## src/rtl/tick_gen_pkg.sv

```systemverilog
// tick_gen_pkg: shared constants and parameter-legality helper for the timebase
package tick_gen_pkg;
  localparam int DIV_MIN = 2;
  localparam int CNT_W_DEF = 27;
  function automatic bit div_ok(input longint v);
    return v >= DIV_MIN;
  endfunction
endpackage

```

## src/rtl/pulse_div.sv

```systemverilog
// pulse_div: free-running modulo-N counter with a registered one-cycle wrap pulse
module pulse_div #(
  parameter int N = 4,
  parameter int W = 2
) (
  input  logic clk,
  input  logic rst_n,
  output logic tick
);
  localparam logic [W-1:0] LAST = W'(N - 1);
  logic [W-1:0] cnt;
  // count 0..N-1 and flag the wrap edge
  always_ff @(posedge clk or negedge rst_n)
    if (!rst_n) begin
      cnt  <= '0;
      tick <= 1'b0;
    end else begin
      cnt  <= cnt == LAST ? '0 : cnt + W'(1);
      tick <= cnt == LAST;
    end
endmodule

```

## src/rtl/tick_gen.sv

```systemverilog
// tick_gen: 1 Hz / 2 Hz / blink / scan timebase with programmable fast period
module tick_gen
  import tick_gen_pkg::*;
#(
  parameter int CLOCK_FREQ   = 1000,
  parameter int CNT_W        = CNT_W_DEF,
  parameter int FAST_DEFAULT = 125,
  parameter int SCAN_DIV     = 4
) (
  input  logic             sys_clk,
  input  logic             rst_n,
  input  logic             run,
  input  logic             sync_clr,
  input  logic             fast,
  input  logic             div_load,
  input  logic [CNT_W-1:0] div_val,
  output logic             tick_1hz,
  output logic             tick_2hz,
  output logic             blink,
  output logic             tick_scan,
  output logic             div_err
);
  localparam logic [CNT_W-1:0] CF  = CNT_W'(CLOCK_FREQ);
  localparam logic [CNT_W-1:0] FD  = CNT_W'(FAST_DEFAULT);
  localparam logic [CNT_W-1:0] ONE = CNT_W'(1);
  localparam logic [CNT_W-1:0] MIN = CNT_W'(DIV_MIN);

  if (!div_ok(CLOCK_FREQ) || !div_ok(FAST_DEFAULT) || !div_ok(SCAN_DIV) ||
      longint'(CLOCK_FREQ) >= (longint'(1) << CNT_W) ||
      longint'(FAST_DEFAULT) >= (longint'(1) << CNT_W)) begin : g_bad_params
    $error("tick_gen: illegal parameter set");
  end

  logic [CNT_W-1:0] cnt, fast_reg, per, half;
  logic wrap, mid, val_ok;

  // terminal uses >= so a period shrunk below cnt wraps at once instead of overrunning
  assign per    = fast ? fast_reg : CF;
  assign half   = per >> 1;
  assign wrap   = cnt >= per - ONE;
  assign mid    = cnt == half - ONE;
  assign val_ok = div_val >= MIN;

  // period counter with clear/hold priority, tick decode and blink toggle
  always_ff @(posedge sys_clk or negedge rst_n)
    if (!rst_n) begin
      cnt      <= '0;
      tick_1hz <= 1'b0;
      tick_2hz <= 1'b0;
      blink    <= 1'b0;
    end else if (sync_clr) begin
      cnt      <= '0;
      tick_1hz <= 1'b0;
      tick_2hz <= 1'b0;
      blink    <= 1'b0;
    end else if (!run) begin
      tick_1hz <= 1'b0;
      tick_2hz <= 1'b0;
    end else begin
      cnt      <= wrap ? '0 : cnt + ONE;
      tick_1hz <= wrap;
      tick_2hz <= wrap | mid;
      blink    <= blink ^ (wrap | mid);
    end

  // fast-period register; too-short loads are rejected with a one-cycle error
  always_ff @(posedge sys_clk or negedge rst_n)
    if (!rst_n) begin
      fast_reg <= FD;
      div_err  <= 1'b0;
    end else begin
      div_err <= div_load && !val_ok;
      if (div_load && val_ok) fast_reg <= div_val;
    end

  pulse_div #(.N(SCAN_DIV), .W($clog2(SCAN_DIV))) u_scan (
    .clk  (sys_clk),
    .rst_n(rst_n),
    .tick (tick_scan)
  );
endmodule
```

## config.mk

```make
export PLATFORM = sky130hd
export DESIGN_NAME = tick_gen
export DESIGN_NICKNAME = d
export VERILOG_FILES = /design/src/rtl/tick_gen_pkg.sv /design/src/rtl/pulse_div.sv /design/src/rtl/tick_gen.sv
export SDC_FILE = /design/constraint.sdc
export NUM_CORES = 1
export LEC_CHECK = 0
export ABC_AREA = 1
export CAP_MARGIN = 20
export CORE_MARGIN = 3
export CORE_UTILIZATION = 45
export DETAILED_ROUTE_END_ITERATION = 12
export SYNTH_ARGS = -nofsm -noshare
export SYNTH_HDL_FRONTEND = slang
export SYNTH_SLANG_ARGS = --single-unit
```

## constraint.sdc

```tcl
create_clock -name sys_clk -period 6.68 [get_ports sys_clk]
set_input_delay 1.336 -clock sys_clk [delete_from_list [all_inputs] [get_ports sys_clk]]
set_output_delay 1.336 -clock sys_clk [all_outputs]
set_load 0.02 [all_outputs]
```

==> impl_metrics.tcl <==
set metrics [dict create \
    ys.flop_type "sky130_fd_sc_hd__dfrtp_1" \
    timing.reg2reg.worst_path_depth 23 \
    grt_setup_unrepaired "no" \
    crit_path_cell_trace "buf_2, nand2_1, ha_1, inv_1, nor2_2, inv_1, nor2_1, nand4_1, nor2_1, nand2_1, xor2_1, inv_1, ha_1, a21oi_1, o21ai_0, a21oi_1, o21a_1, nand2_1, nor2_1, nand2_1, buf_4, inv_1, nand3_1, o21ai_0" \
    clkTransAtPathRegs_ns 0.06 \
    synth_largest_type_area_fraction 0.246 \
    detail_route.wl_per_cell_microns 15.3 \
    drcViolationCount 0 \
    placeableCoreArea_sq_mm 0.0121 \
    synth_edf_count 0 \
    placement.io_buffers 37 \
    synth_fp_nets 880 \
    setup_viol 0 \
    timing.critical_path.depth 24 \
    maxSlewHeadroom 0.357 \
    finalNetCount 917 \
    actual_slew_at_the_worst_max_slew_pin_ns 0.961 \
    tritoncts_num_sinks 61 \
    cp-start-kind "input port" \
    yosysTopAreaCell "sky130_fd_sc_hd__dfrtp_1" \
    synth.area.top_cells "sky130_fd_sc_hd__dfrtp_1 (25%), sky130_fd_sc_hd__nand2_1 (15%), sky130_fd_sc_hd__inv_1 (7.6%), sky130_fd_sc_hd__ha_1 (6.9%), sky130_fd_sc_hd__xor2_1 (6.3%)" \
    achievable-frequency_mhz 188 \
    post-route-cell-area_sq_mm 0.00641 \
    grt_max_degree 62 \
    hpwl_microns 12700 \
    post_drt_antenna_nets 0 \
    route.met3.wl_microns 835 \
    cts_post_setup_buffers_inserted 0 \
    maxCapViolCount 0 \
    aggregate_global_route_resource_usage 0.233 \
    grt_antenna_before_repair 0 \
    leakage_power_nw 2.96 \
    met1_length_microns 7450 \
    via_count_of_the_first_global_routing_pass 5074 \
    placed_cell_area_sq_mm 0.00608 \
    synth-warning-count 0 \
    initial_core_utilization 0.464 \
    ctsHoldBuffers 0 \
    syn2layout_area_growth_pct 14.5 \
    cts-htree-levels 3 \
    clk-insertion-delay-late_ns 0.34 \
    path_max_fanout 20 \
    end_kind "register" \
    final_worst_path_period_need_ns 5.32 \
    clockBufferDepth 2 \
    power.ir.vdd_worst_mv 0.189 \
    mappedNetlistArea_sq_mm 0.00560 \
    setup-tns-final_ns 0 \
    via_count 5323 \
    drive_above_1_share 0.0979 \
    crit_path_top_delay_cell "sky130_fd_sc_hd__nor2_1" \
    worstPathBufferInverterCount 6 \
    die_ar_sq_mm 0.0138 \
    viasPerCell 5.19 \
    post_cts_resize_count 0 \
    worst_path_largest_cell_delay_ns 0.59 \
    wl_met2_microns 7060 \
    hold-path-cell-count 1 \
    tritoncts "yes" \
    top_cell_family_by_delay_on_the_critical_path "simple AND/OR/NAND/NOR gates" \
    synthesis.instances 816 \
    grt_pass1_wl_microns 25700 \
    synth-seq-area-share 0.274 \
    grt_overflow 0 \
    syn_area_per_cell_sq_um 6.86 \
    clock-root-buffer "sky130_fd_sc_hd__clkbuf_16" \
    gp_routability_congestion 0.945 \
    worst-r2r-setup-slack_ns 2.38 \
    synth-seq-cells 61 \
    clock_skew_ns 0.00854 \
    wirelength_microns 15700 \
    ys_async_rst_share 1.00 \
    cp.required_ns 6.91 \
    chipWidth_microns 118 \
    timing.setup.critical_path_class "in2reg" \
    final.period_utilization 0.797 \
    firstDrtPassIters 6 \
    slew_viol_final 0 \
    antenna_diodes 0 \
    hold_class "reg2reg" \
    io_pins 38 \
    cts_buffers 9 \
    run_status "finished, final reports clean" \
    report.final.hold_viol_count 0 \
    placementRows 40 \
    floorplan.die.height_microns 118 \
    drt_iter0_markers 420 \
    powerDensity_mw_per_mm2 177 \
    yosys.cell_types.count 45 \
    maxUsedRoutingLayer "met4" \
    arrival_ns 5.56 \
]
## per-stage QoR
step	util	hold slack, ns	power (W)	worst slack, ns	std cells
floorplan	-	0.403	0.000565	1.87	816
finish	0.531	0.427	0.00114	1.36	1026
CTS	0.531	0.431	0.00115	1.38	1026
detailed placement	0.504	0.424	0.000632	1.01	1010
global placement	0.504	0.414	0.000628	1.17	1010
global route	0.531	0.454	0.00120	0.881	1026
## layout by cell type, fill, tap and decap left out, types with 3 or more instances in the layout
cell type,n
sky130_fd_sc_hd__a21oi_1,20
sky130_fd_sc_hd__buf_4,4
sky130_fd_sc_hd__clkbuf_16,9
sky130_fd_sc_hd__clkdlybuf4s50_1,35
sky130_fd_sc_hd__clkinv_1,4
sky130_fd_sc_hd__dfrtp_1,55
sky130_fd_sc_hd__dfstp_2,6
sky130_fd_sc_hd__ha_1,31
sky130_fd_sc_hd__inv_1,113
sky130_fd_sc_hd__inv_2,5
sky130_fd_sc_hd__nand2_1,221
sky130_fd_sc_hd__nand2_2,11
sky130_fd_sc_hd__nand2_4,6
sky130_fd_sc_hd__nand3_1,41
sky130_fd_sc_hd__nand3_2,5
sky130_fd_sc_hd__nand3_4,4
sky130_fd_sc_hd__nand3b_1,4
sky130_fd_sc_hd__nand4_1,26
sky130_fd_sc_hd__nor2_1,71
sky130_fd_sc_hd__nor2_2,11
sky130_fd_sc_hd__nor2_4,6
sky130_fd_sc_hd__nor3_1,11
sky130_fd_sc_hd__nor3_2,3
sky130_fd_sc_hd__nor4_1,4
sky130_fd_sc_hd__o21ai_0,57
sky130_fd_sc_hd__o21bai_1,3
sky130_fd_sc_hd__o22ai_1,15
sky130_fd_sc_hd__xnor2_1,13
sky130_fd_sc_hd__xor2_1,40
## area by class of cell
type	instances	area (sq um)
inverters	122	458
clock buffers	12	256
multi-input cells	618	3490
repair buffers	41	390
clock inverters	4	70.1
well taps	168	210
flip-flops and latches	61	1530
fillers	1225	5650
## synthesized netlist by cell type, drive strengths merged, types with 14 or more instances
library cell and n:
nand2 238, inv 118, nor2 89, o21ai 59
dfrtp 55, nand3 50, xor2 41, ha 31
nand4 26, a21oi 21, o22ai 15, nor3 14
## power by group
| group | internal [W] | switching, W | total, W |
|---|---|---|---|
| logic | 0.0000794 | 0.000142 | 0.000221 |
| clock network | 0.000345 | 0.000163 | 0.000509 |
| registers | 0.000388 | 0.0000175 | 0.000406 |
## routing by layer
| layer | up-vias | GRT usage |
|---|---|---|
| met5 | - | 0 |
| met4 | 0 | 0.0696 |
| met3 | 24 | 0.0432 |
| met2 | 147 | 0.367 |
| met1 | 2451 | 0.326 |
| li1 | 2701 | - |
## cell families (layout without fill, tap and decap cells)
logic type / count (synthesis) / in the layout / share of synthesized area
AND/OR/NAND/NOR: 429 / 429 / 0.366
buffers and inverters: 137 / 179 / 0.102
AO/OA/AOI/OAI: 102 / 102 / 0.0988
flip-flops: 61 / 61 / 0.274
XOR/XNOR: 54 / 54 / 0.0859
adder cells (fa/ha/maj): 31 / 31 / 0.0693
multiplexers: 2 / 2 / 0.00402
## path summary, 6_finish.rpt
check | startpoint | end
max in group asynchronous | rst_n | fast_reg[23]$_DFFE_PN0P_
min in group asynchronous | rst_n | cnt[1]$_DFFE_PN0P_
min reg2reg | u_scan.cnt[0]$_DFF_PN0_ | u_scan.cnt[0]$_DFF_PN0_
min | u_scan.cnt[0]$_DFF_PN0_ | u_scan.cnt[0]$_DFF_PN0_
max | fast | cnt[10]$_DFFE_PN0P_
max reg2reg | fast_reg[0]$_DFFE_PN1P_ | cnt[10]$_DFFE_PN0P_
Note: power is estimated with default switching activity, not from simulation.
